`config.mk`:
```
export PLATFORM = sky130hd
export DESIGN_NAME = lisa_qspi_arbiter_rr
export DESIGN_NICKNAME = d
export VERILOG_FILES = /design/src/rtl/lisa_qspi_arbiter_rr.sv
export SDC_FILE = /design/constraint.sdc
export NUM_CORES = 1
export LEC_CHECK = 0
export BUFFER_PORTS_ARGS = -buffer_cell sky130_fd_sc_hd__buf_4
export CAP_MARGIN = 20
export CORE_AREA = 2 2 143 145
export DETAILED_ROUTE_END_ITERATION = 6
export DIE_AREA = 0 0 145 147
export PLACE_DENSITY = 0.43
export SLEW_MARGIN = 25
export SYNTH_ARGS = -nofsm -noshare
export SYNTH_HDL_FRONTEND = slang
export SYNTH_SLANG_ARGS = --single-unit
```
`constraint.sdc`:
```
create_clock -name clk -period 3.3 [get_ports clk]
set_input_delay 0.66 -clock clk [delete_from_list [all_inputs] [get_ports clk]]
set_output_delay 0.66 -clock clk [all_outputs]
set_load 0.005 [all_outputs]
```
`src/rtl/lisa_qspi_arbiter_rr.sv`:
```
// lisa_qspi_arbiter_rr
//   N-client arbiter in front of the single QSPI controller. Client 0 (debug) can
//   optionally take strict priority, with a starvation guard that limits how many
//   back-to-back client-0 grants may occur while others wait. The remaining clients
//   (or all clients when priority is off) share the controller by rotating
//   round-robin. One transfer is in flight at a time, and a one-cycle turnaround
//   separates transfers.
//
// Ports
//   clk, rst_n                      clock, synchronous active-low reset
//   c_addr/c_wdata/c_wstrb          packed per-client request fields (client k at k*W +: W)
//   c_valid/c_ready_ack             per-client request and ready acknowledge
//   c_xfer_len/c_ce_ctrl            packed per-client transfer length and chip enables
//   c_rdata/c_ready/c_xfer_done     controller responses, routed to the active client only
//   dbg_custom_cmd/dbg_cmd_qw       client-0 custom command controls
//   addr..ce_ctrl, valid, ready_ack fields of the selected client, toward the controller
//   rdata/ready/xfer_done           controller responses
//   custom_spi_cmd/cmd_quad_write   client-0 command controls while client 0 is active
//   grant_id                        registered selected client
//   busy                            arbiter is in GRANT, XFER or TURN
module lisa_qspi_arbiter_rr #(
  parameter int unsigned N_CLIENTS    = 4,
  parameter int unsigned CHIP_SELECTS = 2,
  parameter int unsigned AW           = 24,
  parameter int unsigned DW           = 16,
  parameter int unsigned LEN_W        = 4,
  parameter int unsigned PRIO_CLIENT0 = 1,
  parameter int unsigned MAX_PRIO_RUN = 4
) (
  input  logic                              clk,
  input  logic                              rst_n,
  input  logic [N_CLIENTS*AW-1:0]           c_addr,
  input  logic [N_CLIENTS*DW-1:0]           c_wdata,
  input  logic [N_CLIENTS*2-1:0]            c_wstrb,
  input  logic [N_CLIENTS-1:0]              c_valid,
  input  logic [N_CLIENTS-1:0]              c_ready_ack,
  input  logic [N_CLIENTS*LEN_W-1:0]        c_xfer_len,
  input  logic [N_CLIENTS*CHIP_SELECTS-1:0] c_ce_ctrl,
  output logic [N_CLIENTS*DW-1:0]           c_rdata,
  output logic [N_CLIENTS-1:0]              c_ready,
  output logic [N_CLIENTS-1:0]              c_xfer_done,
  input  logic                              dbg_custom_cmd,
  input  logic [7:0]                        dbg_cmd_qw,
  output logic [AW-1:0]                     addr,
  output logic [DW-1:0]                     wdata,
  output logic [1:0]                        wstrb,
  output logic [LEN_W-1:0]                  xfer_len,
  output logic [CHIP_SELECTS-1:0]           ce_ctrl,
  output logic                              valid,
  output logic                              ready_ack,
  input  logic [DW-1:0]                     rdata,
  input  logic                              ready,
  input  logic                              xfer_done,
  output logic                              custom_spi_cmd,
  output logic [7:0]                        cmd_quad_write,
  output logic [$clog2(N_CLIENTS)-1:0]      grant_id,
  output logic                              busy
);

  localparam int unsigned SEL_W = $clog2(N_CLIENTS);
  localparam int unsigned RR_LO = (PRIO_CLIENT0 != 0) ? 1 : 0;
  localparam int unsigned RING  = N_CLIENTS - RR_LO;

  typedef enum logic [1:0] {StIdle, StGrant, StXfer, StTurn} state_e;

  state_e           state_q, state_d;
  logic [SEL_W-1:0] sel_q, sel_d;
  logic [SEL_W-1:0] rr_ptr_q, rr_ptr_d;
  logic [3:0]       prio_cnt_q, prio_cnt_d;
  logic             valid_gate_q, valid_gate_d;

  logic             others_pending;
  logic             prio_blocked;
  logic             prio_win;
  logic             rr_found;
  logic [SEL_W-1:0] rr_win;
  logic             active;

  // Client index 'step' positions after ptr, wrapping N-1 back to the ring start.
  function automatic logic [SEL_W-1:0] ring_idx(logic [SEL_W-1:0] ptr, int unsigned step);
    int unsigned v;
    v = 32'(ptr) + step;
    if (v >= N_CLIENTS) v = v - RING;
    return SEL_W'(v);
  endfunction

  // Winner selection for the IDLE decision cycle
  always_comb begin
    others_pending = 1'b0;
    for (int k = 1; k < N_CLIENTS; k++) begin
      others_pending = others_pending | c_valid[k];
    end
    // Starvation guard: after MAX_PRIO_RUN back-to-back debug grants, yield once to the ring
    prio_blocked = (MAX_PRIO_RUN != 0) && (prio_cnt_q == 4'(MAX_PRIO_RUN)) && others_pending;
    prio_win     = (PRIO_CLIENT0 != 0) && c_valid[0] && !prio_blocked;

    rr_found = 1'b0;
    rr_win   = '0;
    for (int unsigned i = 0; i < RING; i++) begin
      if (!rr_found && c_valid[ring_idx(rr_ptr_q, i)]) begin
        rr_found = 1'b1;
        rr_win   = ring_idx(rr_ptr_q, i);
      end
    end
  end

  // Next-state logic
  always_comb begin
    state_d      = state_q;
    sel_d        = sel_q;
    rr_ptr_d     = rr_ptr_q;
    prio_cnt_d   = prio_cnt_q;
    valid_gate_d = valid_gate_q;
    unique case (state_q)
      StIdle: begin
        if (prio_win) begin
          state_d      = StGrant;
          valid_gate_d = 1'b1;
          sel_d        = '0;
          // Count only runs that actually make someone else wait
          if (others_pending) begin
            prio_cnt_d = (prio_cnt_q == 4'hf) ? 4'hf : prio_cnt_q + 4'd1;
          end else begin
            prio_cnt_d = '0;
          end
        end else if (rr_found) begin
          state_d      = StGrant;
          valid_gate_d = 1'b1;
          sel_d        = rr_win;
          rr_ptr_d     = (rr_win == SEL_W'(N_CLIENTS - 1)) ? SEL_W'(RR_LO) : rr_win + 1'b1;
          prio_cnt_d   = '0;
        end
      end
      StGrant: begin
        // xfer_done takes precedence over a coincident first ready
        if (xfer_done) begin
          state_d      = StTurn;
          valid_gate_d = 1'b0;
        end else if (ready) begin
          state_d      = StXfer;
          valid_gate_d = 1'b0;
        end
      end
      StXfer: begin
        if (xfer_done) state_d = StTurn;
      end
      StTurn: begin
        state_d = StIdle;
      end
      default: begin
        state_d = StIdle;
      end
    endcase
  end

  always_ff @(posedge clk) begin
    if (!rst_n) begin
      state_q      <= StIdle;
      sel_q        <= '0;
      rr_ptr_q     <= SEL_W'(RR_LO);
      prio_cnt_q   <= '0;
      valid_gate_q <= 1'b0;
    end else begin
      state_q      <= state_d;
      sel_q        <= sel_d;
      rr_ptr_q     <= rr_ptr_d;
      prio_cnt_q   <= prio_cnt_d;
      valid_gate_q <= valid_gate_d;
    end
  end

  assign active   = (state_q == StGrant) || (state_q == StXfer);
  assign grant_id = sel_q;
  assign busy     = (state_q != StIdle);

  // Request-side mux and response-side routing
  always_comb begin
    addr           = '0;
    wdata          = '0;
    wstrb          = '0;
    xfer_len       = '0;
    ce_ctrl        = '0;
    valid          = 1'b0;
    ready_ack      = 1'b0;
    c_rdata        = '0;
    c_ready        = '0;
    c_xfer_done    = '0;
    custom_spi_cmd = 1'b0;
    cmd_quad_write = '0;
    for (int unsigned k = 0; k < N_CLIENTS; k++) begin
      if (sel_q == SEL_W'(k)) begin
        addr      = c_addr[k*AW +: AW];
        wdata     = c_wdata[k*DW +: DW];
        wstrb     = c_wstrb[k*2 +: 2];
        xfer_len  = c_xfer_len[k*LEN_W +: LEN_W];
        ce_ctrl   = c_ce_ctrl[k*CHIP_SELECTS +: CHIP_SELECTS];
        valid     = c_valid[k] & valid_gate_q;
        ready_ack = c_ready_ack[k];
        if (active) begin
          c_rdata[k*DW +: DW] = rdata;
          c_ready[k]          = ready;
          c_xfer_done[k]      = xfer_done;
        end
      end
    end
    if (active && (sel_q == '0)) begin
      custom_spi_cmd = dbg_custom_cmd;
      cmd_quad_write = dbg_cmd_qw;
    end
  end

endmodule

```
==> results.sh, run 1 <==
export IMPL_nets=868
export IMPL_antennaDiodeCount=0
export IMPL_fin_util_pct=28.6
export IMPL_port_buffers=362
export IMPL_die_w_um=145
export IMPL_clockBufferDepth=2
export IMPL_hp_start="state_q[1]"
export IMPL_clockRootBuffer="clkbuf_16"
export IMPL_antenna_found_initial=0
export IMPL_numCtsBuffers=3
export IMPL_cp_arrival_ns=2.04
export IMPL_layoutNonFillerInstCount=899
export IMPL_drive_gt1_share_pct=69.6
export IMPL_synthCells=277
export IMPL_rrSetupSlack_ns=0.74
export IMPL_grt_pass1_wl_mm=23.2
export IMPL_cp_required_ns=2.64
export IMPL_pwr_density_cell_nw_per_um2=586
export IMPL_dp_final_hpwl_mm=13.8
export IMPL_crit_fanout=31
export IMPL_tightest_slew_ns=0.727
export IMPL_cts_resized=0
export IMPL_synth_distinct_cells=36
export IMPL_min_delay_path_class="reg2reg"
export IMPL_grt_usage_pct=13.8
export IMPL_synthesis_nets=515
export IMPL_setup_tns_final_ns=0
export IMPL_die_y_um=147
export IMPL_final_common_cell="buf_4"
export IMPL_end_kind="primary output"
export IMPL_pin_count=363
export IMPL_outcome="complete, no violations"
export IMPL_reg2reg_depth=8
export IMPL_slew_headroom_pct=51.6
export IMPL_syn_to_final_growth_pct=121
export IMPL_r2r_start="rr_ptr_q[0]"
export IMPL_num_vias=3728
export IMPL_hold_buffers=0
export IMPL_yosys_warnings=0
export IMPL_firstDrtPassIters=4
export IMPL_min_path_cells=2
export IMPL_grt_pass1_vias=3768
export IMPL_num_rows=52
export IMPL_coreArea_um2=19800
export IMPL_finalCriticalPeriod_ns=2.70
export IMPL_yosysSeqAreaShare_pct=8.59
export IMPL_wl_per_cell_um=17.7
export IMPL_finalWorstSetupSlack_ns=0.604
export IMPL_grt_max_degree=32
export IMPL_wl_mm=15.9
export IMPL_place_gp_congestion=0.888
export IMPL_cp_start_kind="flop"
export IMPL_detail_route_antenna_nets=0
export IMPL_postCtsSetupBuffers=0
export IMPL_cts_clk_slew_worst_paths_ns=0.05
export IMPL_viasPerCell=4.15
export IMPL_place_ws_ns=0.737
export IMPL_insertion_delay_ns=0.24
export IMPL_overflow=0
export IMPL_n_fill_cell=2083
export IMPL_peakVddDrop_mv=0.238
export IMPL_rsz0062_at_grt="false"
export IMPL_clock_sinks=11
export IMPL_ys_ff_latch=11
export IMPL_drc=0
export IMPL_tritoncts="yes"
export IMPL_synth_area_um2=2560
export IMPL_htree_levels=1
export IMPL_critical_path_class="reg2out"
export IMPL_place_inst=895
export IMPL_worstHoldEndpoint="state_q[1]"
export IMPL_skew_ns=0.00322
export IMPL_first_iter_violations=118
export IMPL_dieArea_um2=21300
export IMPL_setup_viol=0
export IMPL_timing_final_crit_share_pct=81.7
export IMPL_syn_area_per_cell_um2=9.26
export IMPL_drv_slew=0
export IMPL_hold_viol=0
export IMPL_initial_core_util_pct=12.9
export IMPL_final_cell_mix="buf_4 (372), nor2_1 (61), mux4_2 (53), nand2_1 (29), and2_1 (28)"
export IMPL_r2r_end="rr_ptr_q[1]"
export IMPL_p_leak_nw=2.66
export IMPL_max_cap_viol_count=0
export IMPL_clock_fmax_ghz=0.371
export IMPL_timing_hold_ws_ns=0.482
## through the flow
stage                     power [mW]  instance area, um2
after floorplan                 1.77                2560
after global placement          3.11                5600
after detailed placement        3.15                5600
after CTS                       3.39                5680
after global routing            3.60                5680
final                           3.33                5680
## synthesized netlist by cell type (all sizes together)
cell	instances	area, um2
o21bai	2	15.0
buf	8	45.0
nand2	29	109
o21a	1	7.51
clkbuf	16	60.1
nand2b	4	25.0
a211oi	2	15.0
inv	10	37.5
o22ai	1	6.26
o21ai	4	20.0
a41oi	1	8.76
and2	28	175
nor2	61	229
nor3b	4	35.0
nand3	5	25.0
o31ai	3	22.5
a21oi	7	38.8
mux2i	6	60.1
mux4	53	1190
ha	9	113
o211ai	2	15.0
o32ai	1	8.76
mux2	2	26.3
a31oi	1	6.26
nor3	3	26.3
and3	1	6.26
a31o	1	8.76
or3	1	6.26
dfxtp	11	220
## state kept, by name (all words and copies together), names as in the netlist
| name | flops |
|---|---|
| grant_id | 2 |
| valid_gate_q | 1 |
| state_q | 2 |
| rr_ptr_q | 2 |
| prio_cnt_q | 4 |
## worst max-delay path, cell delays in order (launching register included)
cell	delay, ns
dfxtp_4	0.69
buf_4	0.38
mux4_2	0.55
buf_4	0.16
## metal layers
metal / vias to the layer above / global-route usage, % / share of wire (%)
li1: 1734 / - / -
met1: 1814 / 15.0 / 36
met2: 172 / 28.1 / 57
met3: 8 / 3.11 / 6.3
met4: 0 / 1.34 / 0.70
met5: - / 0 / 0
## where the power goes
part,switching (mW),internal [mW]
clock network,0.0656,0.161
registers,0.143,0.182
logic,1.20,1.58
## area by class of cell
cell class              count  area, um2  area share (%)
well taps                 270        338            5.95
flip-flops and latches     11        225            3.96
clock buffers               3       75.1            1.32
multi-input cells         232       2210            38.9
inverters                  10       37.5           0.661
clock inverters             1       5.00          0.0881
repair buffers            372       2790            49.2
## logic make-up (layout without fill, tap and decap cells)
kind of cell / count (synthesis) / count (layout) / synth area share, %
compound gates: 26 / 26 / 6.73
simple gates: 136 / 136 / 24.8
flops: 11 / 11 / 8.59
buf+inv: 34 / 386 / 5.56
mux: 61 / 61 / 49.9
fa+ha+maj: 9 / 9 / 4.39
## how the worst max path moves through the flow
stage                      from     endpoint  cells after the start
floorplan           rr_ptr_q[0]  rr_ptr_q[1]                      9
global placement    grant_id[0]     wdata[0]                      3
detailed placement  rr_ptr_q[0]  rr_ptr_q[1]                      8
CTS                 grant_id[0]   ce_ctrl[0]                      3
global route        grant_id[0]   ce_ctrl[0]                      3
finish              grant_id[0]     wdata[0]                      3
Power figures use the tool's default switching activity.
==> inputs of run 2 (changes only) <==
- ABC_AREA: unset -> 1
- CORE_AREA: 2 2 143 145 -> 2 2 140 142
- DIE_AREA: 0 0 145 147 -> 0 0 142 144
- PLACE_DENSITY: 0.43 -> 0.46
- clock period: 3.3 -> 2.2 ns (I/O delays scaled with it)
==> results.sh, run 2 <==
export IMPL_n_fill_cell=2143
export IMPL_synth_flop_cell="dfxtp_1"
export IMPL_numCtsBuffers=3
export IMPL_antenna_found_initial=0
export IMPL_grt_pass1_vias=4545
export IMPL_grt_usage_pct=15.4
export IMPL_insertion_delay_ns=0.24
export IMPL_design_area_um2=5810
export IMPL_antennaDiodeCount=0
export IMPL_regArea_um2=223
export IMPL_p_leak_nw=3.04
export IMPL_firstDrtPassIters=5
export IMPL_skew_ns=0.000897
export IMPL_pin_count=363
export IMPL_max_cap_viol_count=0
export IMPL_largest_register_ffs=4
export IMPL_syn_to_final_growth_pct=119
export IMPL_synth_most_common_cell="nand2_1"
export IMPL_place_inst=1099
export IMPL_final_common_cell="buf_4"
export IMPL_rsz0062_at_grt="false"
export IMPL_synth_top_area_share_pct=20.8
export IMPL_setup_tns_final_ns=0
export IMPL_yosysSeqAreaShare_pct=8.31
export IMPL_die_w_um=142
export IMPL_ys_ff_latch=11
export IMPL_cp_start_kind="flop"
export IMPL_grt_pass1_wl_mm=24.9
export IMPL_syn_area_per_cell_um2=5.14
export IMPL_finalCriticalPeriod_ns=2.10
export IMPL_multi_input_area_um2=2170
export IMPL_peakVddDrop_mv=0.495
export IMPL_synth_distinct_cells=30
export IMPL_tightest_slew_ns=0.417
export IMPL_num_vias=4767
export IMPL_layoutNonFillerInstCount=1103
export IMPL_timing_final_crit_share_pct=95.6
export IMPL_cts_clk_slew_worst_paths_ns=0.04
export IMPL_final_cell_mix="buf_4 (372), nand2_1 (146), nor2_1 (120), nand3_1 (39), a21oi_1 (37)"
export IMPL_hold_viol=0
export IMPL_min_delay_path_class="in2reg"
export IMPL_clock_fmax_ghz=0.475
export IMPL_synth_area_leaders="nand2_1 (21%), nor2_1 (17%), a221oi_1 (8.6%), dfxtp_1 (8.3%), nand3_1 (7.4%)"
export IMPL_setup_viol=0
export IMPL_drive_gt1_share_pct=48.6
export IMPL_place_gp_congestion=0.878
export IMPL_nets=1104
export IMPL_max_flop_register="prio_cnt_q"
export IMPL_port_buffers=362
export IMPL_clockRootBuffer="clkbuf_16"
export IMPL_synthArstFlopShare_pct=0
export IMPL_drv_slew=0
export IMPL_viasPerCell=4.32
export IMPL_overflow=0
export IMPL_first_iter_violations=155
export IMPL_outcome="complete, no violations"
export IMPL_die_y_um=144
export IMPL_yosys_warnings=0
export IMPL_htree_levels=1
export IMPL_synth_edf_count=0
export IMPL_crit_fanout=11
export IMPL_drc=0
export IMPL_wl_per_cell_um=15.9
export IMPL_clockBufferDepth=2
export IMPL_slew_headroom_pct=72.2
export IMPL_grt_max_degree=34
export IMPL_fin_util_pct=30.4
export IMPL_synth_top_cells_by_count="nand2_1 (147), nor2_1 (120), nand3_1 (39)"
export IMPL_pwr_density_cell_nw_per_um2=1030
export IMPL_tritoncts="yes"
export IMPL_initial_core_util_pct=13.9
export IMPL_synthCells=516
export IMPL_wl_mm=17.6
export IMPL_num_rows=51
export IMPL_end_kind="primary output"
export IMPL_detail_route_antenna_nets=0
export IMPL_clock_sinks=11
export IMPL_coreArea_um2=19100
export IMPL_cp_required_ns=1.76
export IMPL_synth_largest_area_cell="nand2_1"
export IMPL_synthesis_nets=754
export IMPL_critical_path_class="reg2out"
export IMPL_postPlaceCellArea_um2=5700
export IMPL_dp_final_hpwl_mm=14.0
export IMPL_cp_arrival_ns=1.66
export IMPL_synth_area_um2=2650
export IMPL_dieArea_um2=20400
run 2: cell types whose count changed after synthesis, moves of 7 or more:
cell,previous run,this run
a21oi_1,6,38
inv_2,0,12
mux4_2,53,0
nor2_1,61,120
inv_1,10,25
and2_1,28,0
nand3_1,5,39
nand4_1,0,23
buf_2,6,14
a221oi_1,0,26
nand2_1,29,147
nand2_2,0,7
run 2: critical path, cell delays in order, from the launching register on:
cell and delay [ns]:
dfxtp_1 0.39, inv_1 0.13, ha_4 0.31, buf_4 0.19, nand2_1 0.13, nor2_1 0.15, buf_4 0.13
run 2: where the power goes:
part / switching [mW] / total [mW] / internal, mW
Combinational: 2.82 / 5.24 / 2.42
Sequential: 0.114 / 0.405 / 0.292
Clock: 0.0852 / 0.328 / 0.243
run 2: cells by family (layout without fill, tap and decap cells):
family / count (synthesis) / in the layout / share of synthesized area [%]
simple gates: 351 / 351 / 58.2
xor+xnor: 1 / 1 / 0.331
buf+inv: 71 / 420 / 11.0
compound gates: 73 / 73 / 17.9
flops: 11 / 11 / 8.31
fa+ha+maj: 9 / 9 / 4.25
run 2: per-layer routing:
| layer | GRT usage, % | up-vias | share of wire, % |
|---|---|---|---|
| met4 | 2.32 | 0 | 1.1 |
| met3 | 2.91 | 14 | 7.5 |
| met1 | 18.2 | 2132 | 39 |
| li1 | - | 2409 | - |
| met2 | 29.2 | 212 | 52 |
| met5 | 0 | - | 0 |
run 2: path summary, 6_finish.rpt:
check,cells after the start,slack [ns],from,to
worst max-delay path,6,0.1,state_q[0],c_rdata[48]
worst min register to register,2,0.50,prio_cnt_q[2],prio_cnt_q[2]
worst max register to register,14,0.22,rr_ptr_q[0],rr_ptr_q[1]
worst min-delay path,3,0.49,rst_n,state_q[1]
run 2: repair_timing:
item                       4_1_cts  5_1_grt
setup endpoints to repair        1        7
setup buffers                    0        0
gates resized for setup          1        7
hold buffers                     0        0
pin swaps                        0        0
cloned                           0        0
run 2: metrics by stage:
stage	setup slack (ns)	power, mW	hold slack [ns]
after floorplan	0.280	3.02	0.445
after global placement	0.177	5.68	0.499
after CTS	0.0296	6.02	0.491
after global routing	0.00117	6.53	0.508
final	0.0965	5.98	0.492
after detailed placement	0.151	5.63	0.494
run 2: cell type report:
class / instances / share of cell area [%]
clock buffers: 4 / 1.36
inverters: 38 / 2.50
multi-input cells: 434 / 37.3
flip-flops and latches: 11 / 3.84
well taps: 238 / 5.13
repair buffers: 378 / 49.9
